**src/rtl/id_bundle_queue.sv**
```systemverilog
// Decoded-bundle FIFO between the decoder and the reservation station; 1-cycle minimum latency, no bypass.
// Backpressure: dec_ready drops when full or flushing; a pop from a full queue frees its slot only on the next cycle.
module id_bundle_queue #(
    parameter int          DEPTH = 4,
    parameter int          PTR_W = 2,
    parameter logic [19:0] NOP   = 20'b0000_0000_1111_00_000_000
) (
    input  logic             clk,
    input  logic             a_rst,
    input  logic             flush,
    input  logic             dec_valid,
    output logic             dec_ready,
    input  logic [19:0]      dec_uop_0,
    input  logic [19:0]      dec_uop_1,
    input  logic [19:0]      dec_uop_2,
    input  logic [1:0]       dec_uop_count,
    input  logic [15:0]      dec_k16,
    input  logic             id_feed_req,
    output logic             id_feed_ack,
    output logic [19:0]      id_uop_0,
    output logic [19:0]      id_uop_1,
    output logic [19:0]      id_uop_2,
    output logic [1:0]       id_uop_count,
    output logic [15:0]      id_k16,
    output logic [PTR_W:0]   occupancy
);

    typedef struct packed {
        logic [19:0] uop_0;
        logic [19:0] uop_1;
        logic [19:0] uop_2;
        logic [1:0]  count;
        logic [15:0] k16;
    } bundle_t;

    localparam logic [PTR_W:0] FULL_OCC = (PTR_W + 1)'(DEPTH);

    bundle_t          mem [DEPTH];
    bundle_t          wr_bundle;
    bundle_t          head;
    logic [PTR_W-1:0] wr_ptr;
    logic [PTR_W-1:0] rd_ptr;
    logic [PTR_W:0]   occ;
    logic             empty;
    logic             full;
    logic             push;
    logic             pop;

    assign empty = (occ == '0);
    assign full  = (occ == FULL_OCC);

    // Ready depends only on registered state and flush, never on id_feed_req.
    assign dec_ready   = ~full & ~flush;
    assign push        = dec_valid & dec_ready;
    assign id_feed_ack = id_feed_req & ~empty & ~flush;
    assign pop         = id_feed_ack;

    assign wr_bundle = '{uop_0: dec_uop_0, uop_1: dec_uop_1, uop_2: dec_uop_2,
                         count: dec_uop_count, k16: dec_k16};

    // Entry storage needs no reset; validity is tracked by the pointers and occ.
    always_ff @(posedge clk) begin
        if (push) begin
            mem[wr_ptr] <= wr_bundle;
        end
    end

    always_ff @(posedge clk or negedge a_rst) begin
        if (!a_rst) begin
            wr_ptr <= '0;
            rd_ptr <= '0;
            occ    <= '0;
        end else if (flush) begin
            wr_ptr <= '0;
            rd_ptr <= '0;
            occ    <= '0;
        end else begin
            if (push) begin
                wr_ptr <= wr_ptr + 1'b1;
            end
            if (pop) begin
                rd_ptr <= rd_ptr + 1'b1;
            end
            case ({push, pop})
                2'b10:   occ <= occ + 1'b1;
                2'b01:   occ <= occ - 1'b1;
                default: occ <= occ;
            endcase
        end
    end

    always_comb begin
        head = mem[rd_ptr];
        if (empty) begin
            head = '{uop_0: NOP, uop_1: NOP, uop_2: NOP, count: 2'd0, k16: 16'd0};
        end
    end

    assign id_uop_0     = head.uop_0;
    assign id_uop_1     = head.uop_1;
    assign id_uop_2     = head.uop_2;
    assign id_uop_count = head.count;
    assign id_k16       = head.k16;
    assign occupancy    = occ;

endmodule

```
**config.mk**
```make
export PLATFORM = sky130hd
export DESIGN_NAME = id_bundle_queue
export DESIGN_NICKNAME = d
export VERILOG_FILES = /design/src/rtl/id_bundle_queue.sv
export SDC_FILE = /design/constraint.sdc
export NUM_CORES = 1
export LEC_CHECK = 0
export ABC_CLOCK_PERIOD_IN_PS = 3100
export BUFFER_PORTS_ARGS = -buffer_cell sky130_fd_sc_hd__buf_2
export CAP_MARGIN = 30
export CORE_MARGIN = 4
export CORE_UTILIZATION = 30
export CTS_CLUSTER_DIAMETER = 30
export CTS_CLUSTER_SIZE = 16
export DETAILED_ROUTE_END_ITERATION = 12
export PLACE_DENSITY = 0.48
export SETUP_SLACK_MARGIN = 0.02
export SLEW_MARGIN = 20
export SYNTH_ARGS = -nofsm -noshare
export SYNTH_HDL_FRONTEND = slang
export SYNTH_SLANG_ARGS = --single-unit
```
**constraint.sdc**
```tcl
create_clock -name clk -period 3.1 [get_ports clk]
set_clock_uncertainty 0.1 [all_clocks]
set_input_delay 0.31 -clock clk [delete_from_list [all_inputs] [get_ports clk]]
set_output_delay 0.31 -clock clk [all_outputs]
set_load 0.005 [all_outputs]
```
; ---- Yosys cells after proc, flatten, opt, wreduce, memory -nomap -nowiden
; Memories as Yosys holds them, arrays and structs flattened.
; Cells that the tools add are included.
[word_totals]
reg_bits = 7
mem_bits_rw = 312
input_bits = 83
output_inout_bits = 83
elab_cells = 31
n_memories = 1
[op_classes]
n_addsub = 4
n_eq_ne = 3
mux = 9
bitwise = 7
reduce_logical = 4
[memory_table]
columns = name, depth, width, rd, rd_ports_with_merged_regs, write_ports, line_no
row1 = mem, 4, 78, 1, 0, 1, 38  ; bundle_t mem [DEPTH];
[op_table]
columns = op, n
row1 = $mux 78, 1
row2 = $mux 2, 4
row3 = $pmux 3 s2, 1
row4 = $add 2x1->2 const B, 2
row5 = $and 1x1->1, 4
row6 = $reduce_bool 2->1, 2
row7 = $add 3x1->3 const B, 1
row8 = $eq 3x3->1 const B, 1
row9 = $logic_not 3->1, 1
row10 = $mux 3, 1
row11 = $not 1->1, 3
row12 = $reduce_bool 3->1, 1
row13 = $sub 3x1->3 const B, 1
row14 = $eq 2x1->1 const B, 1
row15 = $eq 2x2->1 const B, 1
row16 = $mux 1, 2

; ---- Depth between registers and ports, before layout
; Gate-level depths: netlist of the first run.
[logic_depth]
depth_word = 7
depth_mapped = 8
ltp_nobuf = 7

; ---- Least setup slack after synthesis of the first run
; Ideal clock, no wire load.
[synth_timing]
kind = flip-flop to flip-flop
startpoint = register occ[0], in the netlist occupancy[0]
endpoint = memory mem[0][0] in the netlist's numbering (enable)
setup_ps = 445
t_arrival_ps = 2791
t_required_ps = 2555
slack_ps = -236
stages_incl_launch_ff = 4
n_path_buf = 0
cell_sequence = dfrtp_1 nor2_1 a21oi_4 and2_1
[synth_between]
elab_chain_cells = 6
[synth_lines]
columns = item, line_no
row1 = "start, declared", 43  ; logic [PTR_W:0] occ;
row2 = "start signal, assigned", 85  ; 2'b10: occ <= occ + 1'b1;
row3 = "start signal, assigned", 86  ; 2'b01: occ <= occ - 1'b1;
row4 = $eq 3x3->1, 50  ; assign full = (occ == FULL_OCC);
row5 = $not 1->1, 53  ; assign dec_ready = ~full & ~flush;
row6 = $and 1x1->1, 53
row7 = $and 1x1->1, 54  ; assign push = dec_valid & dec_ready;
row8 = $mux 1, 63  ; if (push) begin
row9 = $mux 1 (not written as such), 64  ; mem[wr_ptr] <= wr_bundle;
row10 = "end, declared", 38
; Every way passes these cells.

; ---- Worst setup path in the final report of the first run
[layout_timing]
startpoint = register rd_ptr[0]
endpoint = output id_uop_0[9]
[layout_between]
elab_chain_cells = 2
[layout_lines]
columns = item, line_no
row1 = "start, declared", 42  ; logic [PTR_W-1:0] rd_ptr;
row2 = "start signal, assigned", 82  ; rd_ptr <= rd_ptr + 1'b1;
row3 = $mem_v2 4x78, n/a
row4 = $mux 78, 94  ; if (empty) begin
row5 = "end, declared", 20  ; output logic [19:0] id_uop_0,
; Every way passes these cells.

==> results.txt, run 1 <==
----------------------------------------------------
[Status]
  Run status ... complete, no violations

[STA]
  Actual slew at the worst max-slew pin ... 0.730 ns
  Fraction of the cycle the final worst path needs ... 92.3%
  Accumulated negative setup slack ... 0 ns
  Endpoints failing setup ... 0
  Hold slack ... 0.0758 ns
  Shortest period the worst path allows ... 2.86 ns
  Unrepaired setup endpoints after global routing ... no
  Worst slew margin relative to its limit ... 51.3%
  Endpoints failing hold ... 0
  Setup slack of the critical path after layout ... 0.240 ns
  Highest clock frequency the design can meet ... 0.350 GHz
  Final Max Slew Viols ... 0

[Logic synthesis]
  Adder-cell share of the synthesized area ... 0.569%
  Post-Syn Area per Cell ... 22.4 sq um
  Post-synthesis mux area share ... 14.4%
  Synthesis Warnings ... 0
  #FFs+latches synth ... 319
  Main combinational cell family by area after synthesis ... multiplexers
  Leading register cell type out of synthesis ... edfxtp_1
  Post-Synth Simple-Gate Area ... 5.18%
  Synth Net Count ... 637
  Synth Area in Compound Gates ... 0.539%
  Share of async-settable or async-resettable flops after synthesis ... 2.19%
  Number of synthesized flops with an enable pin ... 312
  Sequential-to-total area share from yosys stat ... 77.6%
  Library cells used by synthesis ... 33
  Post-Synthesis Cell Area ... 12,300 sq um
  Number of instances in the synthesized netlist ... 549
  Xor and xnor area share after synthesis ... 0.366%

[Floorplan]
  Die outline area ... 44,300 sq um
  Core region area ... 40,100 sq um
  Starting utilization of the core area ... 30.7%
  Site row count ... 73
  # IOs ... 166
  Die H ... 211 microns
  Die X-Extent ... 211 microns

[Clocking]
  Clock tree root driver cell ... clkbuf_16
  Clock-pin slew of the registers on the worst-case setup and hold paths ... 0.05 ns
  Count of buffers added by post-CTS timing repair for setup ... 0
  Later-pin clock latency in the skew report ... 0.55 ns
  Num CTS Buffers ... 73
  CTS tree ... yes
  H-tree levels ... 3
  Buffer depth of the longest clock path ... 3
  Resize count post-CTS ... 0
  Clock net sink count ... 319

[Worst setup path]
  End point of the critical path ... id_uop_0[9]
  Cell chain of the critical path ... buf_4 > mux4_2 > or2_1 > buf_2
  Worst Setup Start Kind ... flop
  CP Launch Point ... rd_ptr[0]
  Worst flop-to-flop path startpoint ... occupancy[0]
  Worst Setup End Kind ... primary output
  WP buf/inv ... 2
  Slowest library cell on the worst path ... dfrtp_4
  Worst Setup Path Type ... flop to primary output
  Worst reg2reg setup slack ... 0.68 ns
  Worst-path fanout max ... 15
  Cell type group with the largest total delay on the critical path ... flip-flops
  Arrival time at the worst endpoint ... 2.45 ns
  Capture instance of the worst register-to-register path ... occupancy[2]
  Required time of the critical path ... 2.69 ns
  Critical path depth in cells ... 4
  Maximum cell stage delay along the critical path ... 0.62 ns
  Number of cells on the worst reg-to-reg path ... 7

[Cells and area]
  Number of nets in the layout ... 947
  Synthesis-to-layout area growth ... 40.9%
  Number of diodes ... 0
  Share of final-layout standard cells stronger than drive strength 1 ... 42.2%
  Fin util ... 43.2%
  Most frequent standard cell in the layout excluding fill and tap cells ... edfxtp_1
  Commonest cells after routing, fill and taps aside ... edfxtp_1, buf_2, dlygate4sd3_1

[Pwr]
  Final total power ... 0.0160 W
  IR drop worst, VDD ... 0.498 mV
  Leakage power figure ... 6.09 nW
  Power Dens Cells ... 921 nW/um^2

[Routing]
  Via count normalized by instance count ... 4.43
  Post-DR wirelength/cell ... 18.7 microns
  Routed wire length ... 27,000 microns
  Antenna violation net count after detailed routing ... 0
  DRC viols ... 0
  Total number of vias ... 6,396
  Number of DRC violations after detailed-routing iteration 0 ... 338
  First-pass iteration count of the detailed router ... 4

[Place]
  Half-perimeter wire length after detailed placement ... 15,800 microns
  Minimum setup slack after placement ... 0.685 ns
  GP Congestion ... 0.686
  PortBufs ... 165

[Global routing]
  Pin count of the biggest net entering global routing ... 68
  Wire length of the first global-routing pass ... 42,300 microns
  Antenna violations before repair ... 0
  Overall overflow remaining after global route ... 0
  Vias in the first global route ... 7,466
  Total Routing Usage GR ... 12.4%

[Flow run]
  Maximum capacitance violations ... 0

[Worst hold path]
  Class of the worst hold path ... primary input to flop

----------------------------------------------------
## worst min path at each step
stage / from / end / slack (ns) / cells after the start
after floorplan: a_rst / occupancy[0] / -0.09 / 0
after global placement: a_rst / occupancy[2] / 0.05 / 1
after detailed placement: a_rst / occupancy[1] / 0.06 / 1
after CTS: id_feed_req / occupancy[2] / 0.03 / 3
after global routing: id_feed_req / occupancy[2] / 0.04 / 3
final: id_feed_req / occupancy[2] / 0.08 / 3
## worst min-delay path, delay by kind of cell
kind                   cells  cell delay, ns
AO/OA/AOI/OAI              2            0.19
buffers and inverters      1            0.16
## metrics by stage
stage	cells	area [sq um]
after floorplan	549	12300
after CTS	1443	17300
after detailed placement	1226	13900
after global placement	1226	13900
final	1443	17300
after global routing	1443	17300
## kinds of logic (layout without fill, tap and decap cells)
family | Yosys count | count (layout)
AOI/OAI and AO/OA | 9 | 9
buffers and inverters | 30 | 399
xor gates and xnor gates | 3 | 3
adders and majority gates | 5 | 5
muxes | 80 | 80
and+or+nand+nor | 103 | 103
DFF | 319 | 319
## registers in the layout (all words and copies together), names as in the netlist
name,cells
rd_ptr,2
mem,312
wr_ptr,2
occupancy,3
## layout make-up
type	count	area, sq um
Clock inverter	52	679
Timing Repair Buffer	263	1910
Inverter	2	7.51
Clock buffer	82	1920
Sequential cell	319	9550
Tap cell	525	657
Fill cell	3524	22800
Multi-Input combinational cell	200	2610
## metal layers
metal / track usage (%) / routed length, microns
met1: 14.9 / 11300
met2: 20.8 / 13700
met3: 3.75 / 1480
met4: 5.05 / 539
met5: 0 / 0
## cell usage after synthesis (3+ instances only)
cell,instances,area [sq um]
and2_1,71,444
buf_2,5,25.0
buf_4,6,45.0
buf_6,3,33.8
clkbuf_1,14,52.6
dfrtp_1,7,175
edfxtp_1,312,9370
ha_1,4,50.1
mux4_2,78,1760
nand2_1,3,11.3
nand2b_1,3,18.8
nor2_1,5,18.8
nor3_1,3,15.0
or2_1,12,75.1
## what timing repair did
item	4_1_cts	5_1_grt
hold endpoints to repair	322	0
hold buffers	83	0
setup endpoints to repair	0	0
## power by group
| group | total (W) | internal [W] | switching, W |
|---|---|---|---|
| logic | 0.00285 | 0.00147 | 0.00138 |
| clock network | 0.00798 | 0.00563 | 0.00235 |
| registers | 0.00513 | 0.00500 | 0.000133 |
| total | 0.0160 | 0.0121 | 0.00387 |
Note: power is estimated with default switching activity, not from simulation.
==> run 2: changes to the inputs <==
--- a/config.mk
+++ b/config.mk
@@ -5,6 +5,7 @@
 export SDC_FILE = /design/constraint.sdc
 export NUM_CORES = 1
 export LEC_CHECK = 0
+export ABC_AREA = 1
 export ABC_CLOCK_PERIOD_IN_PS = 3100
 export BUFFER_PORTS_ARGS = -buffer_cell sky130_fd_sc_hd__buf_2
 export CAP_MARGIN = 30
==> run 2 against run 1 <==
  * Clock-buffer cell count increased by 4
  * Total power decreased by 13%
  * Core utilization decreased by 0.72 points
  * Worst setup slack got worse by 0.0016 ns
  * Critical endpoint is now id_uop_0[11]
  * Largest cell class unchanged
  * Largest power group unchanged
==> results.txt, run 2 <==
----------------------------------------------------
[Clocking]
  Clock net sink count ... 319
  CTS tree ... yes
  Count of buffers added by post-CTS timing repair for setup ... 0
  Num CTS Buffers ... 78
  Later-pin clock latency in the skew report ... 0.56 ns
  Buffer depth of the longest clock path ... 3
  Clock-pin slew of the registers on the worst-case setup and hold paths ... 0.05 ns
  H-tree levels ... 3
  Clock tree root driver cell ... clkbuf_16

[Worst setup path]
  Number of cells on the worst reg-to-reg path ... 13
  Capture instance of the worst register-to-register path ... occupancy[2]
  Worst Setup Start Kind ... flop
  Required time of the critical path ... 2.69 ns
  CP Launch Point ... rd_ptr[0]
  Worst reg2reg setup slack ... 0.63 ns
  Worst Setup Path Type ... flop to primary output
  End point of the critical path ... id_uop_0[11]
  Arrival time at the worst endpoint ... 2.45 ns
  Worst-path fanout max ... 90
  Worst Setup End Kind ... primary output
  Worst flop-to-flop path startpoint ... occupancy[1]

[Logic synthesis]
  Share of Yosys cell area claimed by the top area cell type ... 75.2%
  Yosys top cell by area ... edfxtp_1
  Synth Net Count ... 1,057
  Library cells used by synthesis ... 23
  Top cells by instance count after synthesis ... nor2_1, edfxtp_1, o21ai_0, a21oi_1, buf_2
  #FFs+latches synth ... 319
  Sequential-to-total area share from yosys stat ... 76.6%
  Synthesis Warnings ... 0
  Number of synthesized flops with an enable pin ... 312
  Post-Synthesis Cell Area ... 12,500 sq um
  Number of instances in the synthesized netlist ... 969
  Share of async-settable or async-resettable flops after synthesis ... 2.19%
  Leading register cell type out of synthesis ... edfxtp_1
  Cell with the most instances after synthesis ... nor2_1
  Leading post-synthesis cells by cell area ... edfxtp_1, nor2_1, o21ai_0
  Post-Syn Area per Cell ... 12.9 sq um

[Routing]
  Antenna violation net count after detailed routing ... 0
  Post-DR wirelength/cell ... 17.4 microns
  Number of DRC violations after detailed-routing iteration 0 ... 500
  Routed wire length ... 32,000 microns
  First-pass iteration count of the detailed router ... 4
  Via count normalized by instance count ... 4.56
  DRC viols ... 0
  Total number of vias ... 8,412

[Pwr]
  IR drop worst, VDD ... 0.376 mV
  Leakage power figure ... 6.43 nW
  Power Dens Cells ... 795 nW/um^2

[Global routing]
  Overall overflow remaining after global route ... 0
  Vias in the first global route ... 8,451
  Total Routing Usage GR ... 14.1%
  Antenna violations before repair ... 0
  Pin count of the biggest net entering global routing ... 91
  Wire length of the first global-routing pass ... 49,200 microns

[Place]
  Half-perimeter wire length after detailed placement ... 16,700 microns
  GP Congestion ... 0.748
  Placed cell count ... 1,625
  PortBufs ... 165
  Area after DPL ... 14,000 sq um

[Floorplan]
  # IOs ... 166
  Die H ... 212 microns
  Die X-Extent ... 212 microns
  Die outline area ... 44,900 sq um
  Core region area ... 40,900 sq um
  Starting utilization of the core area ... 30.5%
  Site row count ... 74

[STA]
  Actual slew at the worst max-slew pin ... 0.499 ns
  Worst slew margin relative to its limit ... 66.7%
  Endpoints failing setup ... 0
  Fraction of the cycle the final worst path needs ... 92.3%
  Final Max Slew Viols ... 0
  Unrepaired setup endpoints after global routing ... no
  Shortest period the worst path allows ... 2.86 ns
  Endpoints failing hold ... 0
  Highest clock frequency the design can meet ... 0.349 GHz
  Hold slack ... 0.395 ns

[Flow run]
  Maximum capacitance violations ... 0

[Cells and area]
  Most frequent standard cell in the layout excluding fill and tap cells ... nor2_1
  Non-filler cells in the finished layout ... 1,844
  Number of nets in the layout ... 1,344
  Number of diodes ... 0
  Most flops, register ... mem
  Synthesis-to-layout area growth ... 39.6%
  Max FFs per register ... 312
  Fin area ... 17,400 sq um
  Commonest cells after routing, fill and taps aside ... nor2_1, edfxtp_1, buf_2
  Share of final-layout standard cells stronger than drive strength 1 ... 23.9%

[Worst hold path]
  Start point of the worst min-delay path ... dec_uop_2[10]
  Class of the worst hold path ... primary input to flop
  Hold path cells ... 2

[Status]
  Run status ... complete, no violations

----------------------------------------------------
[run 2: cell types whose count changed in the layout (fill, tap and decap cells not counted), sizes merged, moves of 10 or more]
cell and delta:
inv +10, a21oi +68, nor2 +313, and2 -71, o311ai +12, mux4 -78
or2 -12, nand2 +10, o21ai +146
[run 2: kinds of logic after synthesis]
group                    synth area share [%]
adder cells (fa/ha/maj)                 0.562
AO/OA/AOI/OAI                            9.63
flip-flops                               76.6
buffers and inverters                    2.64
XOR/XNOR                               0.0703
AND/OR/NAND/NOR                          10.5
[run 2: cell type report]
type                            count  area, sq um
Inverter                           14         58.8
Clock inverter                     50          509
Tap cell                          532          666
Clock buffer                       86         2020
Multi-Input combinational cell    577         2620
Sequential cell                   319         9550
Fill cell                        3831        23500
Timing Repair Buffer              266         1970
[run 2: worst max-delay path: stages, from the launching register on]
cell      delay [ns]
dfrtp_4         0.62
inv_4           0.25
buf_12          0.33
nor2_1          0.09
o311ai_1        0.37
buf_2           0.19
[run 2: where the power goes]
part           leakage, nW  internal (W)  switching [W]
combinational         2.29      0.000424       0.000719
sequential            2.92       0.00491      0.0000470
clock                 1.22       0.00538        0.00235
[run 2: layer usage]
layer	wire length (microns)	vias up	GRT usage [%]	part of all wire [%]
met5	0	-	0	0
met4	728	0	5.44	2.3
met2	15300	236	23.0	48
met3	1890	62	3.53	5.9
li1	-	4069	-	-
met1	14100	4045	18.2	44
[run 2: worst min path at each step]
stage,end,slack [ns]
after global routing,mem[3][10],0.38
final,mem[3][28],0.39
after detailed placement,occupancy[0],0.06
after global placement,occupancy[0],0.06
after CTS,mem[1][48],0.36
after floorplan,occupancy[0],-0.09
[run 2: timing repair]
action / 4_1_cts / 5_1_grt
gates resized for setup: 0 / 2
setup endpoints to repair: 0 / 22
hold endpoints to repair: 325 / 0
hold buffers: 83 / 0
[run 2: per-stage QoR]
stage          TNS [ns]  util [%]  setup WS, ns  power (W)
6_report              0      42.5         0.238     0.0138
5_1_grt               0      42.5        0.0820     0.0144
4_1_cts               0      42.5         0.143     0.0140
3_5_place_dp          0      34.3         0.651    0.00611
3_3_place_gp          0      34.3         0.646    0.00610
2_1_floorplan    -77.98         -        -0.250    0.00558
